==> config.mk <==
export PLATFORM = sky130hd
export DESIGN_NAME = tbuf_bus_sched_flat
export DESIGN_NICKNAME = d
export VERILOG_FILES = /design/src/rtl/tbuf_bus_sched_if.sv /design/src/rtl/tbuf_bus_sched.sv /design/src/flat_wrapper.sv
export SDC_FILE = /design/constraint.sdc
export NUM_CORES = 1
export LEC_CHECK = 0
export ABC_AREA = 1
export ABC_CLOCK_PERIOD_IN_PS = 1900
export BUFFER_PORTS_ARGS = -buffer_cell sky130_fd_sc_hd__buf_2
export CAP_MARGIN = 20
export CORE_MARGIN = 4
export CORE_UTILIZATION = 51
export CTS_CLUSTER_SIZE = 10
export DETAILED_ROUTE_END_ITERATION = 8
export PLACE_DENSITY = 0.82
export RECOVER_POWER = 50
export SYNTH_ARGS = -nofsm -noshare
export SYNTH_HDL_FRONTEND = slang
export SYNTH_SLANG_ARGS = --single-unit
==> constraint.sdc <==
create_clock -name clk -period 1.9 [get_ports clk]
set_input_delay 0.38 -clock clk [delete_from_list [all_inputs] [get_ports clk]]
set_output_delay 0.38 -clock clk [all_outputs]
set_load 0.05 [all_outputs]
==> src/rtl/tbuf_bus_sched_if.sv <==
// Request/enable bundle between the tristate drivers and tbuf_bus_sched.
// master = requester side, slave = scheduler side.
interface tbuf_bus_sched_if #(
    parameter int unsigned N_REQ = 4
);
    localparam int unsigned OW = (N_REQ > 1) ? $clog2(N_REQ) : 1;

    logic [N_REQ-1:0] req;
    logic [N_REQ-1:0] drv_en;
    logic [OW-1:0]    owner;
    logic             busy;
    logic             turn;

    modport master (output req, input drv_en, input owner, input busy, input turn);
    modport slave  (input req, output drv_en, output owner, output busy, output turn);
endinterface

==> src/rtl/tbuf_bus_sched.sv <==
// Round-robin owner scheduler for a shared tristate net with break-before-make turnaround.
// Optional macro TBUF_SCHED_PARK_EN parks the last owner's enable while idle.
module tbuf_bus_sched #(
    parameter int unsigned N_REQ    = 4,
    parameter int unsigned TURN_CYC = 2,
    parameter int unsigned HOLD_MAX = 8
) (
    input logic             clk,
    input logic             rst_n,
    tbuf_bus_sched_if.slave bus
);

`ifdef TBUF_SCHED_PARK_EN
    localparam bit PARK = 1'b1;
`else
    localparam bit PARK = 1'b0;
`endif

    localparam int unsigned OW = (N_REQ > 1) ? $clog2(N_REQ) : 1;
    localparam int unsigned HW = (HOLD_MAX > 2) ? $clog2(HOLD_MAX) : 1;
    localparam int unsigned TW = (TURN_CYC > 2) ? $clog2(TURN_CYC) : 1;

    localparam logic [TW-1:0]    TURN_LOAD = TW'(TURN_CYC - 1);
    localparam logic [HW-1:0]    HOLD_LIM  = (HOLD_MAX == 0) ? '0 : HW'(HOLD_MAX - 1);
    localparam logic [N_REQ-1:0] ONE       = {{(N_REQ-1){1'b0}}, 1'b1};

    localparam logic [1:0] ST_IDLE  = 2'd0;
    localparam logic [1:0] ST_DRIVE = 2'd1;
    localparam logic [1:0] ST_TURN  = 2'd2;

    logic [1:0]       r_state,    w_state_d;
    logic [N_REQ-1:0] r_drv_en,   w_drv_en_d;
    logic [OW-1:0]    r_owner,    w_owner_d;
    logic [OW-1:0]    r_ptr,      w_ptr_d;
    logic             r_busy,     w_busy_d;
    logic             r_turn,     w_turn_d;
    logic [HW-1:0]    r_hold,     w_hold_d;
    logic [TW-1:0]    r_turn_cnt, w_turn_cnt_d;
    logic             r_parked,   w_parked_d;

    logic [N_REQ-1:0] w_own_oh;
    logic             w_other;
    logic             w_any;
    logic             w_preempt;
    logic             w_grant;
    logic [OW-1:0]    w_win, w_win_hi, w_win_lo;
    logic             w_hi_any;

    assign w_own_oh  = ONE << r_owner;
    assign w_other   = |(bus.req & ~w_own_oh);
    assign w_any     = |bus.req;
    assign w_preempt = (HOLD_MAX != 0) && w_other && (r_hold >= HOLD_LIM);

    // Lowest requester above the last grant wins; otherwise wrap to the lowest overall,
    // which leaves the previous owner last in line.
    always_comb begin
        w_win_hi = '0;
        w_win_lo = '0;
        w_hi_any = 1'b0;
        for (int i = int'(N_REQ) - 1; i >= 0; i--) begin
            if (bus.req[i]) begin
                w_win_lo = OW'(i);
                if (OW'(i) > r_ptr) begin
                    w_win_hi = OW'(i);
                    w_hi_any = 1'b1;
                end
            end
        end
        w_win = w_hi_any ? w_win_hi : w_win_lo;
    end

    always_comb begin
        w_state_d    = r_state;
        w_drv_en_d   = r_drv_en;
        w_owner_d    = r_owner;
        w_ptr_d      = r_ptr;
        w_busy_d     = r_busy;
        w_turn_d     = r_turn;
        w_hold_d     = r_hold;
        w_turn_cnt_d = r_turn_cnt;
        w_parked_d   = r_parked;
        w_grant      = 1'b0;

        case (r_state)
            ST_IDLE: begin
                if (PARK && r_parked && w_other) begin
                    w_drv_en_d   = '0;
                    w_turn_d     = 1'b1;
                    w_turn_cnt_d = TURN_LOAD;
                    w_state_d    = ST_TURN;
                end else if (w_any) begin
                    w_grant = 1'b1;
                end
            end
            ST_DRIVE: begin
                if (!(&r_hold)) w_hold_d = r_hold + HW'(1);
                if (!bus.req[r_owner] || w_preempt) begin
                    w_busy_d = 1'b0;
                    if (PARK && !w_other) begin
                        w_state_d = ST_IDLE;
                    end else begin
                        w_drv_en_d   = '0;
                        w_turn_d     = 1'b1;
                        w_turn_cnt_d = TURN_LOAD;
                        w_state_d    = ST_TURN;
                    end
                end
            end
            ST_TURN: begin
                if (r_turn_cnt == '0) begin
                    w_turn_d = 1'b0;
                    if (w_any) begin
                        w_grant = 1'b1;
                    end else begin
                        w_state_d  = ST_IDLE;
                        w_drv_en_d = PARK ? w_own_oh : '0;
                    end
                end else begin
                    w_turn_cnt_d = r_turn_cnt - TW'(1);
                end
            end
            default: begin
                w_state_d  = ST_IDLE;
                w_drv_en_d = '0;
                w_busy_d   = 1'b0;
                w_turn_d   = 1'b0;
            end
        endcase

        if (w_grant) begin
            w_state_d  = ST_DRIVE;
            w_drv_en_d = ONE << w_win;
            w_owner_d  = w_win;
            w_ptr_d    = w_win;
            w_busy_d   = 1'b1;
            w_hold_d   = '0;
            w_parked_d = 1'b1;
        end
    end

    always_ff @(posedge clk or negedge rst_n) begin
        if (!rst_n) begin
            r_state    <= ST_IDLE;
            r_drv_en   <= '0;
            r_owner    <= '0;
            r_ptr      <= OW'(N_REQ - 1);
            r_busy     <= 1'b0;
            r_turn     <= 1'b0;
            r_hold     <= '0;
            r_turn_cnt <= '0;
            r_parked   <= 1'b0;
        end else begin
            r_state    <= w_state_d;
            r_drv_en   <= w_drv_en_d;
            r_owner    <= w_owner_d;
            r_ptr      <= w_ptr_d;
            r_busy     <= w_busy_d;
            r_turn     <= w_turn_d;
            r_hold     <= w_hold_d;
            r_turn_cnt <= w_turn_cnt_d;
            r_parked   <= w_parked_d;
        end
    end

    assign bus.drv_en = r_drv_en;
    assign bus.owner  = r_owner;
    assign bus.busy   = r_busy;
    assign bus.turn   = r_turn;

endmodule

==> src/flat_wrapper.sv <==
// flat-port wrapper written by rule: the top's interface ports become plain ports
module tbuf_bus_sched_flat 
#(
    parameter int unsigned N_REQ    = 4,
    parameter int unsigned TURN_CYC = 2,
    parameter int unsigned HOLD_MAX = 8
)
  (clk, rst_n, bus_req, bus_drv_en, bus_owner, bus_busy, bus_turn);
  tbuf_bus_sched_if #(.N_REQ(N_REQ)) bus_i ();
  input logic clk;
  input logic rst_n;
  input wire logic [$bits(bus_i.req)-1:0] bus_req;
  output wire logic [$bits(bus_i.drv_en)-1:0] bus_drv_en;
  output wire logic [$bits(bus_i.owner)-1:0] bus_owner;
  output wire logic [$bits(bus_i.busy)-1:0] bus_busy;
  output wire logic [$bits(bus_i.turn)-1:0] bus_turn;
  assign bus_i.req = bus_req;
  assign bus_drv_en = bus_i.drv_en;
  assign bus_owner = bus_i.owner;
  assign bus_busy = bus_i.busy;
  assign bus_turn = bus_i.turn;
  tbuf_bus_sched #(.N_REQ(N_REQ), .TURN_CYC(TURN_CYC), .HOLD_MAX(HOLD_MAX)) u_core (.clk(clk), .rst_n(rst_n), .bus(bus_i));
endmodule
# Word level (Yosys, flattened, before mapping)
# Index checks and enable logic that the tools add are counted.
# W data, S select, Z words.
# word_totals
reg_bits	16
input_bits	6
output_inout_bits	8
elab_cells	93
# op_classes
n_addsub	2
n_lt_le_gt_ge	6
n_eq_ne	10
n_shift	2
muxes	47
bitwise_logic	3
n_reduce_logical	15
# op_table
cell	n
$mux W2	17
$mux W1	16
$mux W4	4
$pmux W4 S3	1
$mux W3	3
$ne A2 B1 Y1 const B	4
$reduce_or A4 Y1	2
$shl A1 B2 Y4 const A	2
$ne A3 B3 Y1 const B	2
$pmux W1 S2	3
$pmux W2 S3	1
$reduce_and A2 Y1	3
$reduce_and A3 Y1	2
$and A4 B4 Y4	1
$gt A1 B2 Y1 const A	2
$gt A2 B2 Y1 const A	2
$not A4 Y4	1
$reduce_and A4 Y1	1
$reduce_bool A2 Y1	2
$add A3 B1 Y3 const B	1
$ge A3 B3 Y1 const B	1
$lt A2 B3 Y1 const B	1
$ne A3 B1 Y1 const B	1
$pmux W1 S3	1
11 further kinds	11

# Logic depth before layout (Yosys ltp)
# logic_depth
word_depth	12
depth_mapped	9
depth_no_buf	9

# Worst setup path before layout
# Ideal clock, no wire load.
# synth_timing
path_type	register to register
startpoint	register u_core.r_owner[1] (netlist: u_core.bus.owner[1])
endpoint	register u_core.r_turn (netlist: u_core.bus.turn)
setup_time_ps	119
arrival_ps	1336
t_required_ps	1781
setup_slack_ps	445
path_stages_with_launch	9
n_path_buf	0
period_less_slack_ps	1455
cell_sequence	dfrtp_1 > inv_1 > nand2_1 > nand2_1 > nand2_1 > o21ai_2 > nand3_2 > nand3_1 > nand2_1
# synth_via
elab_chain_cells	8
word_cells_on_any_way	11
cone_classes	1 x eq/ne; 1 x shift; 2 x mux; 2 x bitwise; 5 x reduce/logical
# synth_rtl
element	line_no	source
start: declaration	tbuf_bus_sched.sv:33	logic [OW-1:0] r_owner, w_owner_d;
start signal: assignment	tbuf_bus_sched.sv:155	r_owner <= w_owner_d;
$shl A1 B2 Y4	tbuf_bus_sched.sv:49	assign w_own_oh = ONE << r_owner;
$not A4 Y4	tbuf_bus_sched.sv:50	assign w_other = |(bus.req & ~w_own_oh);
$and A4 B4 Y4	tbuf_bus_sched.sv:50	
$reduce_or A4 Y1	tbuf_bus_sched.sv:50	
$logic_and A1 B1 Y1	tbuf_bus_sched.sv:52	assign w_preempt = (HOLD_MAX != 0) && w_other && (r_hold >= HOLD_LIM);
$logic_or A1 B1 Y1 (*)	tbuf_bus_sched.sv:97	if (!bus.req[r_owner] || w_preempt) begin
$ne A2 B1 Y1 (no source line) (*)	--	
$reduce_and A3 Y1 (no source line) (*)	--	
end signal: assignment	tbuf_bus_sched.sv:158	r_turn <= w_turn_d;
end: declaration	tbuf_bus_sched.sv:36	logic r_turn, w_turn_d;
# Mark *: on every way between the ends. The rest lies on a longest branch, timed or not. The select of a mux whose other input is x is not followed.
# A chain may end at the register's enable or synchronous reset.

# Final worst setup path
# layout_timing
startpoint	register u_core.r_busy (netlist: u_core.bus.busy)
endpoint	output bus_busy
# layout_lines
element	line_no	source
start: declaration	tbuf_bus_sched.sv:35	logic r_busy, w_busy_d;
start signal: assignment	tbuf_bus_sched.sv:157	r_busy <= w_busy_d;
end: declaration	flat_wrapper.sv:15	output wire logic [$bits(bus_i.busy)-1:0] bus_busy;
# No word-level cell between the ends.

==> flow_summary_export.csv <==
group,metric,value,unit
grt,grt_usage,16.2,%
clocking,postCtsSetupBuffers,0,
logic_synthesis,synth-async-reset-ratio,100,%
worst_setup_path,reg2reg_setup_slack,0.41,ns
logic_synthesis,yosysSeqAreaShare,46.4,%
drt,postRouteAntennaNets,0,
worst_setup_path,path_buf_inv,1,
timing,fmax,0.665,GHz
grt,antenna_found_initial,0,
die,dieArea,0.00243,mm^2
logic_synthesis,avgSynthCellArea,7.89,um^2
timing,rsz0062_at_grt,"no",
logic_synthesis,synthCells,110,
worst_setup_path,cp_cell_sequence,"clkbuf_1",
die,core_area,0.00156,mm^2
die,start_util,55.7,%
cells_and_area,fin_area,982,um^2
pwr,p_leak,0.000530,uW
timing,drv_slew,0,
drt,drtIter0Drc,17,
logic_synthesis,synthesis.area,868,um^2
place,place_congestion,0.765,
drt,dr.pass1.iters,4,
drt,via_count,788,
worst_setup_path,cp.required,1.52,ns
worst_setup_path,ff2ff_path_depth,8,
timing,hold_viol_final,0,
timing,skew,0.00697,ns
timing,slew_headroom,43.5,%
timing,period_minus_slack,1.50,ns
min_path,hold_depth,2,
job,drv_cap,0,
cells_and_area,mostFrequentLayoutCell,"nand2_1",
die,ioPinCount,14,
worst_setup_path,startpoint,"u_core.bus.busy",
clocking,root_buffer,"clkbuf_4",
cells_and_area,area_growth,13.1,%
die,rows,14,
place,place_hpwl,1430,um
logic_synthesis,ys_types,22,
place,placed_cells,138,
drt,drt_wl_total,1770,um
timing,worstMarginPinSlew,0.847,ns
cells_and_area,mostFrequentLayoutCells,"nand2_1, dfrtp_1, nand3_1",
logic_synthesis,synth_nets,118,
grt,grt_max_degree,17,
timing,setup_viol,0,
worst_setup_path,critical-path-top-delay-family,"buffers and inverters",
clocking,hold_buffers,1,
die,fp.dieH,49.3,um
clocking,cts.clk_slew.worst_paths,0.10,ns
logic_synthesis,synth_flop_cell,"dfrtp_1",
grt,grt_pass1_vias,792,
grt,met1_usage,17.2,%
clocking,cts-resized-gates,0,
clocking,cts_tree,"yes",
grt,grt_pass1_wl,3110,um
drt,vias_per_cell,5.51,
die,die_x,49.3,um
worst_setup_path,worstReg2RegStart,"u_core.r_hold[0]",
pwr,peakVddDrop,951,uV
worst_setup_path,crit_fanout,2,
cells_and_area,drive_gt1_share,20.5,%
grt,top_usage_layer,"met2",
worst_setup_path,slowest_delay,0.47,ns
place,io_buffers,13,
clocking,clkLatencyLatePin,0.29,ns
worst_setup_path,path_depth,1,
logic_synthesis,synth_seq_cells,16,
clocking,clockBufferDepth,2,
worst_setup_path,start_kind,"flip-flop",
worst_setup_path,path_class,"flip-flop to output pin",
worst_setup_path,cp-end-kind,"output pin",
cells_and_area,n_antenna_cell,0,
worst_setup_path,crit_arrival,1.12,ns
timing,timing.final.crit_share,79.2,%
outcome,status,"finished, final reports clean",
logic_synthesis,ys_warn_count,0,
drt,wl_per_cell,12.4,um
grt,use_met3,1.83,%
min_path,min-delay-start,"u_core.bus.turn",
grt,met2_usage,31.5,%
min_path,hold_class,"flip-flop to flip-flop",
cells_and_area,final_nets,136,
clocking,cts_buffers,3,
clocking,clock_sinks,16,
place,place_area,942,um^2
timing,setup-tns-final,0,ns
drt,drcViolationCount,0,
logic_synthesis,synth-edff-count,0,
pwr,p_per_area,1830,mW/mm^2
grt,gr-total-overflow,0,
clocking,cts_max_level,1,
cells_and_area,instances_no_fill,143,
worst_setup_path,slowest_stage,"clkbuf_1",
## synthesized netlist by cell type (2+ instances only)
library cell | n | share of area, %
ha_1 | 2 | 2.9
inv_1 | 10 | 4.3
dfrtp_1 | 14 | 40
nand2_1 | 39 | 17
o21ai_0 | 4 | 2.3
a21oi_1 | 4 | 2.3
nor2_1 | 4 | 1.7
o21ai_1 | 2 | 1.2
nand3_2 | 2 | 2.3
inv_2 | 3 | 1.3
o21ai_2 | 3 | 3.0
nand4_1 | 2 | 1.4
dfstp_2 | 2 | 6.1
nand3_1 | 11 | 6.3
## state kept, by name (all words and copies together) (netlist names)
register / flops
u_core.bus.busy: 1
u_core.bus.drv_en: 4
u_core.bus.owner: 2
u_core.bus.turn: 1
u_core.r_hold: 3
u_core.r_ptr: 2
u_core.r_state: 2
u_core.r_turn_cnt: 1
## worst paths after layout
check / to
worst min register to register: u_core.bus.turn
worst min-delay path: u_core.bus.turn
min in group asynchronous: u_core.r_hold[1]
max in group asynchronous: u_core.bus.drv_en[0]
worst max register to register: u_core.r_turn_cnt
worst max-delay path: bus_busy
## logic make-up after synthesis
kind of cell | after synthesis | synth area share (%)
flops | 16 | 46.4
fa+ha+maj | 2 | 2.88
compound gates | 13 | 8.79
simple gates | 64 | 34.0
xor+xnor | 1 | 1.01
buf+inv | 14 | 6.92
## power breakdown
group / internal (uW) / switching (uW)
Combinational: 247 / 695
Sequential: 501 / 128
Clock: 117 / 109
## per-layer routing
metal | vias to the layer above | part of all wire (%)
met5 | - | 0
met4 | 0 | 0.56
met3 | 2 | 3.3
met2 | 18 | 56
met1 | 376 | 40
li1 | 392 | -
## stage by stage
step	util, %	worst slack [ns]	hold slack (ns)	power (uW)
global placement	60.4	0.499	0.306	1550
finish	63.0	0.395	0.476	1800
global route	63.0	0.273	0.512	1940
CTS	63.4	0.391	0.480	1820
floorplan	-	0.445	0.0844	1390
detailed placement	60.4	0.399	0.307	1590
## area by class of cell
class / count / area (um^2)
repair buffers: 14 / 68.8
well taps: 16 / 20.0
inverters: 13 / 48.8
flip-flops and latches: 16 / 403
clock buffers: 4 / 36.3
multi-input cells: 80 / 405
fillers: 144 / 577
(Power assumes the default switching activity.)
